<file path="config.mk">
export PLATFORM = sky130hd
export DESIGN_NAME = rat_multiport_flat
export DESIGN_NICKNAME = d
export VERILOG_FILES = /design/src/rtl/rat_multiport_if.sv /design/src/rtl/rat_multiport.sv /design/src/flat_wrapper.sv
export SDC_FILE = /design/constraint.sdc
export NUM_CORES = 2
export LEC_CHECK = 0
export CORE_MARGIN = 1.5
export CORE_UTILIZATION = 30
export CTS_CLUSTER_DIAMETER = 200
export DETAILED_ROUTE_END_ITERATION = 10
export PLACE_DENSITY = 0.45
export SETUP_SLACK_MARGIN = 0.5
export SKIP_CTS_REPAIR_TIMING = 1
export SLEW_MARGIN = 20
export SYNTH_ARGS = -nofsm -noshare
export SYNTH_HDL_FRONTEND = slang
export SYNTH_SLANG_ARGS = --single-unit
export TNS_END_PERCENT = 100
</file>
<file path="constraint.sdc">
create_clock -name clk -period 2.9 [get_ports clk]
set_input_delay 0.725 -clock clk [delete_from_list [all_inputs] [get_ports clk]]
set_output_delay 0.725 -clock clk [all_outputs]
set_load 0.01 [all_outputs]
</file>
<file path="src/rtl/rat_multiport_if.sv">
`default_nettype none
// ============================================================================
//  Module      : rat_multiport_if
//  Description : Rename / commit / recover bus between the decode + free-list
//                front end (master) and the register alias table (slave).
//                Slot k of every packed vector sits at [k*W +: W].
//  Ports       : ren_valid, ren_src1_arch, ren_src2_arch, ren_dst_wen,
//                ren_dst_arch, ren_dst_phys            (master -> slave)
//                ren_src1_phys, ren_src2_phys, ren_old_phys,
//                ren_ready                             (slave -> master)
//                com_valid, com_dst_wen, com_dst_arch, com_dst_phys,
//                recover                               (master -> slave)
//  Revision    : 1.0 - initial release
// ============================================================================
interface rat_multiport_if #(
    parameter int NUM_ARCH_REGS = 35,
    parameter int NUM_PHYS_REGS = 64,
    parameter int RENAME_WIDTH  = 2
);
    localparam int LA = $clog2(NUM_ARCH_REGS);
    localparam int LP = $clog2(NUM_PHYS_REGS);

    logic [RENAME_WIDTH-1:0]    ren_valid;
    logic [RENAME_WIDTH*LA-1:0] ren_src1_arch;
    logic [RENAME_WIDTH*LA-1:0] ren_src2_arch;
    logic [RENAME_WIDTH-1:0]    ren_dst_wen;
    logic [RENAME_WIDTH*LA-1:0] ren_dst_arch;
    logic [RENAME_WIDTH*LP-1:0] ren_dst_phys;
    logic [RENAME_WIDTH*LP-1:0] ren_src1_phys;
    logic [RENAME_WIDTH*LP-1:0] ren_src2_phys;
    logic [RENAME_WIDTH*LP-1:0] ren_old_phys;
    logic                       ren_ready;
    logic [RENAME_WIDTH-1:0]    com_valid;
    logic [RENAME_WIDTH-1:0]    com_dst_wen;
    logic [RENAME_WIDTH*LA-1:0] com_dst_arch;
    logic [RENAME_WIDTH*LP-1:0] com_dst_phys;
    logic                       recover;

    modport master (
        output ren_valid, ren_src1_arch, ren_src2_arch, ren_dst_wen,
               ren_dst_arch, ren_dst_phys,
               com_valid, com_dst_wen, com_dst_arch, com_dst_phys, recover,
        input  ren_src1_phys, ren_src2_phys, ren_old_phys, ren_ready
    );

    modport slave (
        input  ren_valid, ren_src1_arch, ren_src2_arch, ren_dst_wen,
               ren_dst_arch, ren_dst_phys,
               com_valid, com_dst_wen, com_dst_arch, com_dst_phys, recover,
        output ren_src1_phys, ren_src2_phys, ren_old_phys, ren_ready
    );
endinterface
`default_nettype wire

</file>
<file path="src/rtl/rat_multiport.sv">
`default_nettype none
// ============================================================================
//  Module      : rat_multiport
//  Description : Multi-ported register alias table. Holds a speculative
//                front-end map (spec_map) and a committed map (ret_map).
//                Renames RENAME_WIDTH instructions per cycle with intra-group
//                dependency bypass, commits RENAME_WIDTH retirements per
//                cycle, and restores spec_map from ret_map on recover.
//  Ports       : clk   - clock, all state updates on posedge
//                reset - asynchronous, active-low; both maps -> identity
//                bus   - rat_multiport_if.slave (rename / commit / recover)
//  Config      : RAT_R0_PIN_EN - when defined, arch reg 0 is pinned to
//                phys 0 (never renamed, never forwarded).
//  Revision    : 1.0 - initial release
// ============================================================================
module rat_multiport #(
    parameter int NUM_ARCH_REGS = 35,
    parameter int NUM_PHYS_REGS = 64,
    parameter int RENAME_WIDTH  = 2
) (
    input  wire logic          clk,
    input  wire logic          reset,
    rat_multiport_if.slave     bus
);
    localparam int LA = $clog2(NUM_ARCH_REGS);
    localparam int LP = $clog2(NUM_PHYS_REGS);
    localparam logic [LA:0] c_num_arch = (LA+1)'(NUM_ARCH_REGS);
`ifdef RAT_R0_PIN_EN
    localparam bit c_pin_r0 = 1'b1;
`else
    localparam bit c_pin_r0 = 1'b0;
`endif

    logic [LP-1:0] spec_map [NUM_ARCH_REGS];
    logic [LP-1:0] ret_map  [NUM_ARCH_REGS];

    logic [LP-1:0] w_spec_next [NUM_ARCH_REGS];
    logic [LP-1:0] w_ret_next  [NUM_ARCH_REGS];
    logic [RENAME_WIDTH-1:0]    w_fwd;
    logic [RENAME_WIDTH*LP-1:0] w_src1_phys;
    logic [RENAME_WIDTH*LP-1:0] w_src2_phys;
    logic [RENAME_WIDTH*LP-1:0] w_old_phys;

    // An arch index is "mapped" when it is in range and (if pinning is on)
    // is not reg 0. Unmapped indices read as phys 0, are never written and
    // never take part in intra-group forwarding.
    function automatic logic arch_mapped(input logic [LA-1:0] a);
        return ({1'b0, a} < c_num_arch) && !(c_pin_r0 && (a == '0));
    endfunction

    // Slot j produces a destination that younger slots must see.
    always_comb begin
        w_fwd = '0;
        for (int j = 0; j < RENAME_WIDTH; j++) begin
            w_fwd[j] = bus.ren_valid[j] && bus.ren_dst_wen[j] &&
                       arch_mapped(bus.ren_dst_arch[j*LA +: LA]);
        end
    end

    // Lookup: start from spec_map, then let each older writing slot override
    // in ascending order so the youngest older producer wins.
    always_comb begin
        w_src1_phys = '0;
        w_src2_phys = '0;
        w_old_phys  = '0;
        for (int k = 0; k < RENAME_WIDTH; k++) begin
            if (arch_mapped(bus.ren_src1_arch[k*LA +: LA]))
                w_src1_phys[k*LP +: LP] = spec_map[bus.ren_src1_arch[k*LA +: LA]];
            if (arch_mapped(bus.ren_src2_arch[k*LA +: LA]))
                w_src2_phys[k*LP +: LP] = spec_map[bus.ren_src2_arch[k*LA +: LA]];
            if (arch_mapped(bus.ren_dst_arch[k*LA +: LA]))
                w_old_phys[k*LP +: LP]  = spec_map[bus.ren_dst_arch[k*LA +: LA]];
            for (int j = 0; j < k; j++) begin
                if (w_fwd[j]) begin
                    if (bus.ren_dst_arch[j*LA +: LA] == bus.ren_src1_arch[k*LA +: LA])
                        w_src1_phys[k*LP +: LP] = bus.ren_dst_phys[j*LP +: LP];
                    if (bus.ren_dst_arch[j*LA +: LA] == bus.ren_src2_arch[k*LA +: LA])
                        w_src2_phys[k*LP +: LP] = bus.ren_dst_phys[j*LP +: LP];
                    if (bus.ren_dst_arch[j*LA +: LA] == bus.ren_dst_arch[k*LA +: LA])
                        w_old_phys[k*LP +: LP]  = bus.ren_dst_phys[j*LP +: LP];
                end
            end
        end
    end

    // Next speculative map from this cycle's renames (highest slot wins).
    always_comb begin
        w_spec_next = spec_map;
        for (int k = 0; k < RENAME_WIDTH; k++) begin
            if (w_fwd[k])
                w_spec_next[bus.ren_dst_arch[k*LA +: LA]] = bus.ren_dst_phys[k*LP +: LP];
        end
    end

    // Next committed map (highest slot wins). Recover copies this value so
    // commits landing on the same edge are not lost.
    always_comb begin
        w_ret_next = ret_map;
        for (int k = 0; k < RENAME_WIDTH; k++) begin
            if (bus.com_valid[k] && bus.com_dst_wen[k] &&
                arch_mapped(bus.com_dst_arch[k*LA +: LA]))
                w_ret_next[bus.com_dst_arch[k*LA +: LA]] = bus.com_dst_phys[k*LP +: LP];
        end
    end

    always_ff @(posedge clk or negedge reset) begin
        if (!reset) begin
            for (int i = 0; i < NUM_ARCH_REGS; i++) begin
                spec_map[i] <= LP'(i);
                ret_map[i]  <= LP'(i);
            end
        end else begin
            ret_map <= w_ret_next;
            if (bus.recover)
                spec_map <= w_ret_next;
            else
                spec_map <= w_spec_next;
        end
    end

    assign bus.ren_src1_phys = w_src1_phys;
    assign bus.ren_src2_phys = w_src2_phys;
    assign bus.ren_old_phys  = w_old_phys;
    assign bus.ren_ready     = !bus.recover;

endmodule
`default_nettype wire

</file>
<file path="src/flat_wrapper.sv">
// flat-port wrapper written by rule: the top's interface ports become plain ports
module rat_multiport_flat 
#(
    parameter int NUM_ARCH_REGS = 35,
    parameter int NUM_PHYS_REGS = 64,
    parameter int RENAME_WIDTH  = 2
)
  (clk, reset, bus_ren_valid, bus_ren_src1_arch, bus_ren_src2_arch, bus_ren_dst_wen, bus_ren_dst_arch, bus_ren_dst_phys, bus_com_valid, bus_com_dst_wen, bus_com_dst_arch, bus_com_dst_phys, bus_recover, bus_ren_src1_phys, bus_ren_src2_phys, bus_ren_old_phys, bus_ren_ready);
  rat_multiport_if #(.NUM_ARCH_REGS(NUM_ARCH_REGS), .NUM_PHYS_REGS(NUM_PHYS_REGS), .RENAME_WIDTH(RENAME_WIDTH)) bus_i ();
  input  wire logic clk;
  input  wire logic reset;
  input wire logic [$bits(bus_i.ren_valid)-1:0] bus_ren_valid;
  input wire logic [$bits(bus_i.ren_src1_arch)-1:0] bus_ren_src1_arch;
  input wire logic [$bits(bus_i.ren_src2_arch)-1:0] bus_ren_src2_arch;
  input wire logic [$bits(bus_i.ren_dst_wen)-1:0] bus_ren_dst_wen;
  input wire logic [$bits(bus_i.ren_dst_arch)-1:0] bus_ren_dst_arch;
  input wire logic [$bits(bus_i.ren_dst_phys)-1:0] bus_ren_dst_phys;
  input wire logic [$bits(bus_i.com_valid)-1:0] bus_com_valid;
  input wire logic [$bits(bus_i.com_dst_wen)-1:0] bus_com_dst_wen;
  input wire logic [$bits(bus_i.com_dst_arch)-1:0] bus_com_dst_arch;
  input wire logic [$bits(bus_i.com_dst_phys)-1:0] bus_com_dst_phys;
  input wire logic [$bits(bus_i.recover)-1:0] bus_recover;
  output wire logic [$bits(bus_i.ren_src1_phys)-1:0] bus_ren_src1_phys;
  output wire logic [$bits(bus_i.ren_src2_phys)-1:0] bus_ren_src2_phys;
  output wire logic [$bits(bus_i.ren_old_phys)-1:0] bus_ren_old_phys;
  output wire logic [$bits(bus_i.ren_ready)-1:0] bus_ren_ready;
  assign bus_i.ren_valid = bus_ren_valid;
  assign bus_i.ren_src1_arch = bus_ren_src1_arch;
  assign bus_i.ren_src2_arch = bus_ren_src2_arch;
  assign bus_i.ren_dst_wen = bus_ren_dst_wen;
  assign bus_i.ren_dst_arch = bus_ren_dst_arch;
  assign bus_i.ren_dst_phys = bus_ren_dst_phys;
  assign bus_i.com_valid = bus_com_valid;
  assign bus_i.com_dst_wen = bus_com_dst_wen;
  assign bus_i.com_dst_arch = bus_com_dst_arch;
  assign bus_i.com_dst_phys = bus_com_dst_phys;
  assign bus_i.recover = bus_recover;
  assign bus_ren_src1_phys = bus_i.ren_src1_phys;
  assign bus_ren_src2_phys = bus_i.ren_src2_phys;
  assign bus_ren_old_phys = bus_i.ren_old_phys;
  assign bus_ren_ready = bus_i.ren_ready;
  rat_multiport #(.NUM_ARCH_REGS(NUM_ARCH_REGS), .NUM_PHYS_REGS(NUM_PHYS_REGS), .RENAME_WIDTH(RENAME_WIDTH)) u_core (.clk(clk), .reset(reset), .bus(bus_i));
endmodule
</file>
==> summary.md <==
| Metric | Value |
|---|---|
| Status | `finished with violations` |
| Failing checks | `negative setup slack` |
| HPWL Detailed | `152.4 mm` |
| Synth warn | `0` |
| Critical path launch point type | `flip-flop` |
| Distinct cell type count after synthesis | `80` |
| Yosys top cell area share | `18.32%` |
| Max Clk Rate | `0.2749 GHz` |
| TritonRoute pass-1 iters | `8` |
| Final Hold Viols | `0` |
| HP Class | `input pin to asynchronous set/reset pin` |
| Async SR Flop Fraction | `100.0%` |
| Area grow syn2layout | `40.19%` |
| Slew Limit Fails | `0` |
| Most common cell in the netlist | `mux2i_1` |
| # fillers | `11022` |
| Final setup violation count | `36` |
| Setup crit end kind | `primary output` |
| Avg WL per Cell | `33.10 um` |
| Largest net degree at the start of global routing | `95` |
| Crit-path max cell delay | `560 ps` |
| DRT iter0 DRCs | `4281` |
| Worst slew pin tran | `764.5 ps` |
| Syn_area_per_cell | `9.436 um2` |
| RSZ-0062 raised after global routing | `yes` |
| Seq cells post-synth | `420` |
| ANT nets after route | `0` |
| Multi-input gate area | `22800 um2` |
| Post-layout util | `42.50%` |
| Max FO, Critical Path | `3` |
| Power Density | `503.8 nW/um2` |
| Synthesized cell area | `34150 um2` |
| WP data arrival | `2910 ps` |
| Die Wd | `340.4 um` |
| Worst r2r src | `u_core.spec_map[139]` |
| Critical Path Stages | `7` |
| Crit path from | `u_core.spec_map[71]` |
| Final Wtd Congestion | `1.097` |
| Row Count | `123` |
| Worst-Skew Late Latency | `650 ps` |
| Area leader, netlist | `dfrtp_1` |
| Core Area | `112700 um2` |
| Crit path cell chain | `buf_6 -> mux4_2 -> mux4_2 -> mux2i_4 -> buf_6 -> o21ai_2 -> buf_2` |
| I/O Buffers | `119` |
| Root Buffer | `clkbuf_16` |
| Post-synth top cells | `mux2i_1 (453), nand2_1 (347), nor2_1 (345)` |
| EDFF count, synth | `0` |
| Cells after Synth | `3619` |
| CTS H-Tree Depth | `2` |
| TritonCTS clock tree | `yes` |
| Final WS setup | `-738.2 ps` |
| R2R Setup Slk | `1380 ps` |
| # DRC | `0` |
| Global-route wire length before repair | `272.3 mm` |
| Overall global routing resource usage | `33.03%` |
| Syn nets | `3702` |
| FF/Latch Area | `10790 um2` |
| Boundary Pins | `120` |
| Clk sinks | `420` |
| Synth Flop Type | `dfrtp_1` |
| Design Area, Final | `47870 um2` |
| Worst vdd ir | `428.3 uV` |
| Worst reg-to-reg path cell count | `4` |
| Die Y | `340.4 um` |
| Slowest stage cell, crit path | `mux4_2` |
| Post-Route WL | `198.4 mm` |
| Vias in the first global route | `33779` |
| Seq/Total Area, Yosys | `31.40%` |
| Crit path to | `bus_ren_src2_phys[5]` |
| Area of the die | `115900 um2` |
| Final min period | `3638 ps` |
| GRT overflow | `0` |
| CP Buf/Inv Count | `3` |
| Antenna violations before repair | `10` |
| CP required | `2170 ps` |
| Slew margin rel. | `49.03%` |
| Final Skew | `30.37 ps` |
| Sum Neg Setup Slack | `-19350 ps` |
| Kind of critical path | `flip-flop to primary output` |
| Final period util | `125.5%` |
| Area post-placement | `44240 um2` |
| Via Count | `35929` |
| Worst reg2reg endpoint | `u_core.spec_map[139]` |
| Top cells by area, synth | `dfrtp_1 (18%), mux2i_1 (13%), dfstp_2 (13%)` |
| Final net count | `4533` |
| Initial Util | `30.31%` |
| Max cap viols | `0` |
| Worst-path clk slew | `60 ps` |
| P_leak | `0.02117 uW` |
| Top delay family on crit path | `multiplexers` |
| Vias per cell | `5.993` |
| Maximum clock path buffer count | `3` |
| CTS Buf Count | `50` |
| Fraction of layout cells with a size suffix above 1 | `42.59%` |
[layout by cell type (no fill, tap or decap), types with 14 or more instances in the layout]
| cell type | netlist | layout |
|---|---|---|
| buf_4 | 19 | 847 |
| mux2i_1 | 453 | 445 |
| nand2_1 | 347 | 341 |
| nor2_1 | 345 | 334 |
| o21ai_0 | 246 | 225 |
| a21o_1 | 201 | 201 |
| dfrtp_1 | 250 | 198 |
| mux4_2 | 193 | 193 |
| dfstp_2 | 170 | 169 |
| a21oi_1 | 176 | 160 |
| a211oi_1 | 146 | 143 |
| buf_12 | 0 | 128 |
| buf_6 | 11 | 86 |
| a311oi_1 | 88 | 84 |
| a22oi_1 | 107 | 72 |
| nor2b_1 | 65 | 56 |
| clkbuf_16 | 0 | 54 |
| dfrtp_2 | 0 | 52 |
| buf_2 | 97 | 44 |
| nand3_1 | 52 | 42 |
| nor2_2 | 30 | 36 |
| a22oi_2 | 0 | 35 |
| mux2_2 | 36 | 31 |
| clkdlybuf4s50_1 | 0 | 31 |
| o21ai_1 | 30 | 29 |
| nand4_1 | 28 | 28 |
| clkbuf_1 | 216 | 17 |
| a221oi_1 | 35 | 16 |
| a21oi_2 | 0 | 15 |
| and2_1 | 18 | 15 |
| nor2_4 | 10 | 15 |
| a221oi_2 | 0 | 14 |
[worst min path at each step]
| stage | cells after the start | to | slack (ps) |
|---|---|---|---|
| 2_1_floorplan | 0 | u_core.ret_map[0] | 430 |
| 6_report | 1 | u_core.spec_map[84] | 80 |
| 4_1_cts | 1 | u_core.spec_map[79] | 80 |
| 3_5_place_dp | 2 | u_core.ret_map[182] | 570 |
| 3_3_place_gp | 2 | u_core.ret_map[141] | 580 |
| 5_1_grt | 1 | u_core.spec_map[65] | 80 |
[sequential cells by signal (all words and copies together) (netlist names)]
| register | flops |
|---|---|
| u_core.ret_map | 210 |
| u_core.spec_map | 210 |
[metal layers]
metal,track usage [%],share of wire [%],vias up
met5,0,0.020,-
met4,16.38,6.5,6
met3,7.233,9.0,602
met2,51.42,44,2086
met1,43.20,40,17961
li1,-,-,15274
[metrics by stage]
step | hold slack (ps) | std cells | setup WS, ps | total power [uW]
floorplan | 429.4 | 3619 | -2.250 | 11810
global placement | 575.7 | 5800 | -1428 | 17030
detailed placement | 574.7 | 5800 | -1412 | 17030
CTS | 77.69 | 5894 | -1426 | 23340
global route | 83.62 | 5993 | -756.8 | 24780
finish | 77.44 | 5995 | -738.2 | 24120
[cell families after synthesis]
family,Yosys count,synth area share [%]
xor gates and xnor gates,18,0.4617
AOI/OAI and AO/OA,1100,21.51
and+or+nand+nor,1000,14.22
buffers and inverters,398,5.181
muxes,683,27.23
DFF,420,31.40
[final cells by class]
class | instances | share of cell area (%)
well taps | 1500 | 3.920
multi-input cells | 2801 | 47.62
inverters | 9 | 0.07056
flip-flops and latches | 420 | 22.54
clock buffers | 77 | 3.058
diodes | 3 | 0.01568
clock inverters | 17 | 0.2535
repair buffers | 1168 | 22.52
[power breakdown]
group | internal, uW | switching [uW]
Combinational | 4390 | 5070
Sequential | 7180 | 1220
Clock | 3490 | 2780
Total | 15100 | 9060
Power figures use the tool's default switching activity.
